<file path="src/rtl/uart_tx_ctrl.sv">
// UART transmit frame sequencer: start/data/parity/stop framing around an external
// serializer, with a cross-check of the serializer's last-bit flag against an internal count.
module uart_tx_ctrl #(
    parameter int DATA_WIDTH = 8,
    parameter int CNT_W      = 4
) (
    input  logic                  clk,
    input  logic                  rst,
    input  logic                  Data_Valid,
    input  logic [DATA_WIDTH-1:0] P_DATA,
    input  logic                  PAR_EN,
    input  logic                  PAR_TYP,
    input  logic                  STOP2,
    input  logic                  ser_data,
    input  logic                  ser_done,
    output logic                  ser_en,
    output logic                  busy,
    output logic                  TX_OUT,
    output logic                  sync_err
);

    localparam logic [2:0] ST_IDLE   = 3'd0;
    localparam logic [2:0] ST_START  = 3'd1;
    localparam logic [2:0] ST_DATA   = 3'd2;
    localparam logic [2:0] ST_PARITY = 3'd3;
    localparam logic [2:0] ST_STOP1  = 3'd4;
    localparam logic [2:0] ST_STOP2  = 3'd5;

    logic [2:0]       state, next_state;
    logic [CNT_W-1:0] bit_cnt;
    logic             par_bit, cfg_par_en, cfg_stop2;
    logic             last_bit, data_exit;

    assign last_bit  = (bit_cnt == CNT_W'(DATA_WIDTH - 1));
    // Either source ends the data phase; disagreement between them is flagged, not fatal.
    assign data_exit = ser_done || last_bit;

    always_comb begin
        next_state = state;
        case (state)
            ST_IDLE:   if (Data_Valid) next_state = ST_START;
            ST_START:  next_state = ST_DATA;
            ST_DATA:   if (data_exit) next_state = cfg_par_en ? ST_PARITY : ST_STOP1;
            ST_PARITY: next_state = ST_STOP1;
            ST_STOP1:  next_state = cfg_stop2 ? ST_STOP2 : ST_IDLE;
            ST_STOP2:  next_state = ST_IDLE;
            default:   next_state = ST_IDLE;
        endcase
    end

    always_ff @(posedge clk or negedge rst) begin
        if (!rst) begin
            state      <= ST_IDLE;
            busy       <= 1'b0;
            bit_cnt    <= '0;
            par_bit    <= 1'b0;
            cfg_par_en <= 1'b0;
            cfg_stop2  <= 1'b0;
        end else begin
            state <= next_state;
            busy  <= (next_state != ST_IDLE);
            if (state == ST_IDLE && Data_Valid) begin
                par_bit    <= (^P_DATA) ^ PAR_TYP;
                cfg_par_en <= PAR_EN;
                cfg_stop2  <= STOP2;
            end
            if (state == ST_START)
                bit_cnt <= '0;
            else if (state == ST_DATA)
                bit_cnt <= bit_cnt + 1'b1;
        end
    end

    assign ser_en   = (state == ST_DATA);
    assign sync_err = (state == ST_DATA) && (ser_done ^ last_bit);

    // Line mux draws only on registered sources, so it cannot glitch within a bit.
    always_comb begin
        TX_OUT = 1'b1;
        case (state)
            ST_START:  TX_OUT = 1'b0;
            ST_DATA:   TX_OUT = ser_data;
            ST_PARITY: TX_OUT = par_bit;
            default:   TX_OUT = 1'b1;
        endcase
    end

endmodule

</file>
<file path="config.mk">
export PLATFORM = sky130hd
export DESIGN_NAME = uart_tx_ctrl
export DESIGN_NICKNAME = d
export VERILOG_FILES = /design/src/rtl/uart_tx_ctrl.sv
export SDC_FILE = /design/constraint.sdc
export NUM_CORES = 1
export LEC_CHECK = 0
export CORE_UTILIZATION = 40
export CTS_BUF_LIST = sky130_fd_sc_hd__clkbuf_4 sky130_fd_sc_hd__clkbuf_8
export DETAILED_ROUTE_END_ITERATION = 7
export GPL_TIMING_DRIVEN = 0
export PLACE_DENSITY = 0.69
export SLEW_MARGIN = 30
export SYNTH_ARGS = -nofsm -noshare
export SYNTH_HDL_FRONTEND = slang
export SYNTH_SLANG_ARGS = --single-unit
export TNS_END_PERCENT = 20
</file>
<file path="constraint.sdc">
create_clock -name clk -period 2.15 [get_ports clk]
set_input_delay 0.215 -clock clk [delete_from_list [all_inputs] [get_ports clk]]
set_output_delay 0.215 -clock clk [all_outputs]
set_load 0.05 [all_outputs]
</file>
==> metrics.md <==
| Metric | Value |
|---|---|
| Status | complete, but fails checks |
| Failing checks | DRC |
| DR iter-0 viols | 11 |
| # fillers | 138 |
| Largest net degree at the start of global routing | 12 |
| CP required | 1.93 ns |
| Worst Tran Pin Value | 0.510 ns |
| Number of failing hold endpoints at the final stage | 0 |
| Top FF cell, synth | dfrtp_1 |
| Via Count | 587 |
| CP Launch Type | flop |
| PortBufs | 19 |
| FF+latch area | 275 um^2 |
| Area growth, synth to finish | 33.3% |
| RSZ-0062 raised after global routing | no |
| Detailed Route WL | 1.46 mm |
| Cells after Synth | 69 |
| Dpl cell area | 901 um^2 |
| Drt via density | 5.44 |
| Fmax | 511 MHz |
| Vias in the first global route | 544 |
| Core area | 0.00156 mm^2 |
| Netlist cell types | 31 |
| CP max FO | 10 |
| Leading cell type in the layout, fill and taps excluded | clkdlybuf4s50_1 |
| Hold-fix buffers at CTS | 0 |
| ANT nets after route | 0 |
| Clock skew | 0.00462 ns |
| Mapped cell area | 691 um^2 |
| Layout Utilization | 59.1% |
| Register bit total from synthesis | 11 |
| # DRC | 2 |
| Syn Nets | 87 |
| Power Density | 1220 mW/mm^2 |
| Worst-Skew Late Latency | 0.27 ns |
| Static leakage | 0.000406 uW |
| Crit path kind | flop to output port |
| Max cap viols | 0 |
| H-tree Lvls | 1 |
| Layout cells sized above 1 | 16.3% |
| Maximum VDD drop | 704 uV |
| Final HPWL DP | 1.12 mm |
| Reg clk slew, reported paths | 0.08 ns |
| Synth async-reset ratio | 100% |
| WL/cell | 13.5 um |
| Clock tree buffer depth | 2 |
| Final worst-path cycle share | 91.0% |
| Worst slew margin | 65.9% |
| Worst EP arrival | 1.74 ns |
| Final setup viols | 0 |
| Multi-input gate area | 362 um^2 |
| CTS tree | yes |
| Full die area | 0.00190 mm^2 |
| Post-synthesis sequential area ratio | 39.9% |
| Initial antenna violation count | 0 |
| Post-synth EDFFs | 0 |
| Starting density of the core | 44.3% |
| First-pass GRT wire length | 2.28 mm |
| Die width | 43.6 um |
| Inserted Clock Buffers | 3 |
| CP Capture Type | output port |
| Worst Hold Class | primary input to async pin |
| Layout Nets | 111 |
| Chip Height | 43.6 um |
| Final min period | 1.96 ns |
| # IOs | 20 |
| GR Util All Layers | 16.7% |
| Clk sink count | 11 |
| Clock root buffer | clkbuf_4 |
| Most frequent cells in the layout | clkdlybuf4s50_1 (16), dfrtp_1 (11), nand2_1 (7), o21ai_0 (6), inv_1 (5) |
| Grt total ovfl | 0 |
| Site Rows | 14 |
| Synth Area per Inst | 10.0 um^2 |
| Fin area | 921 um^2 |
| Fin. max-slew vios | 0 |
| First drt pass iteration count | 8 |
| Placer Congestion | 0.805 |
| # diodes | 0 |
| Yosys warning count | 0 |
where the power goes:
group          leakage, uW  switching (uW)  internal (uW)
Clock            0.0000177            73.4           68.8
Combinational     0.000250             352            269
Sequential        0.000139            68.6            294
metal layers:
layer | GRT usage (%) | share of wire [%] | up-vias
li1 | - | - | 291
met2 | 28.4 | 50 | 25
met4 | 7.50 | 1.1 | 0
met1 | 20.6 | 42 | 269
met5 | 0 | 0 | -
met3 | 2.92 | 6.4 | 2
kinds of logic (layout without fill, tap and decap cells):
| family | after synthesis | in the layout | synth area share (%) |
|---|---|---|---|
| buf+inv | 9 | 32 | 7.79 |
| compound gates | 18 | 18 | 18.1 |
| fa+ha+maj | 2 | 2 | 3.62 |
| flops | 11 | 11 | 39.9 |
| xor+xnor | 7 | 7 | 10.9 |
| simple gates | 18 | 18 | 13.4 |
| mux | 4 | 4 | 6.34 |
state kept, by name, summed over array words and instances (netlist names):
| signal | cells |
|---|---|
| cfg_par_en | 1 |
| par_bit | 1 |
| state | 3 |
| cfg_stop2 | 1 |
| bit_cnt | 4 |
| busy | 1 |
path summary, 6_finish.rpt:
| path | from | to | slack [ns] | cells after the start |
|---|---|---|---|---|
| max | state[0] | TX_OUT | 0.19 | 5 |
| min | rst | busy | 0.28 | 1 |
| max reg2reg | bit_cnt[0] | busy | 0.40 | 7 |
| min reg2reg | par_bit | par_bit | 0.50 | 2 |
| max in group asynchronous | rst | bit_cnt[1] | 1.53 | 1 |
| min in group clk | par_bit | par_bit | 0.50 | 2 |
critical path, cell delays in order, from the launching register on:
cell and delay [ns]:
dfrtp_1 0.34, buf_6 0.13, buf_2 0.20, a21oi_1 0.06, a311o_1 0.32, dlygate4sd2_1 0.42
per-stage QoR:
stage / instances / hold WS, ns / setup WS (ns) / TNS (ns) / power [uW]
2_1_floorplan: 69 / -0.0806 / 0.212 / 0 / 827
3_3_place_gp: 104 / 0.474 / 0.0551 / 0 / 987
6_report: 108 / 0.281 / 0.193 / 0 / 1130
3_5_place_dp: 104 / 0.482 / -0.0108 / -0.0108 / 1000
4_1_cts: 108 / 0.292 / -0.00428 / -0.00428 / 1130
5_1_grt: 108 / 0.310 / 0.108 / 0 / 1200
layout make-up:
class | count | share of cell area [%]
sequential | 11 | 29.9
timing repair buffer | 19 | 19.8
clock inverter | 1 | 0.543
clock buffer | 3 | 2.45
buffer | 4 | 3.80
inverter | 5 | 2.04
multi-input combinational | 49 | 39.3
tap | 16 | 2.17
repair_timing:
action                     in CTS  in global routing
gates cloned                    0                  0
setup buffers                   0                  0
resized for setup               4                  1
pin swaps                       0                  0
setup endpoints to repair       3                  1
Yosys cell counts, types with 2 or more instances:
cell type / instances / share of area (%)
o21ai_0: 6 / 4.3
ha_1: 2 / 3.6
dfrtp_1: 11 / 40
nor2_1: 2 / 1.1
nand3_1: 2 / 1.4
mux2_2: 3 / 4.9
nand2_1: 7 / 3.8
xor2_1: 2 / 2.5
inv_1: 5 / 2.7
buf_6: 2 / 3.3
a21oi_1: 4 / 2.9
xnor2_1: 4 / 5.1
Note: power is estimated with default switching activity, not from simulation.
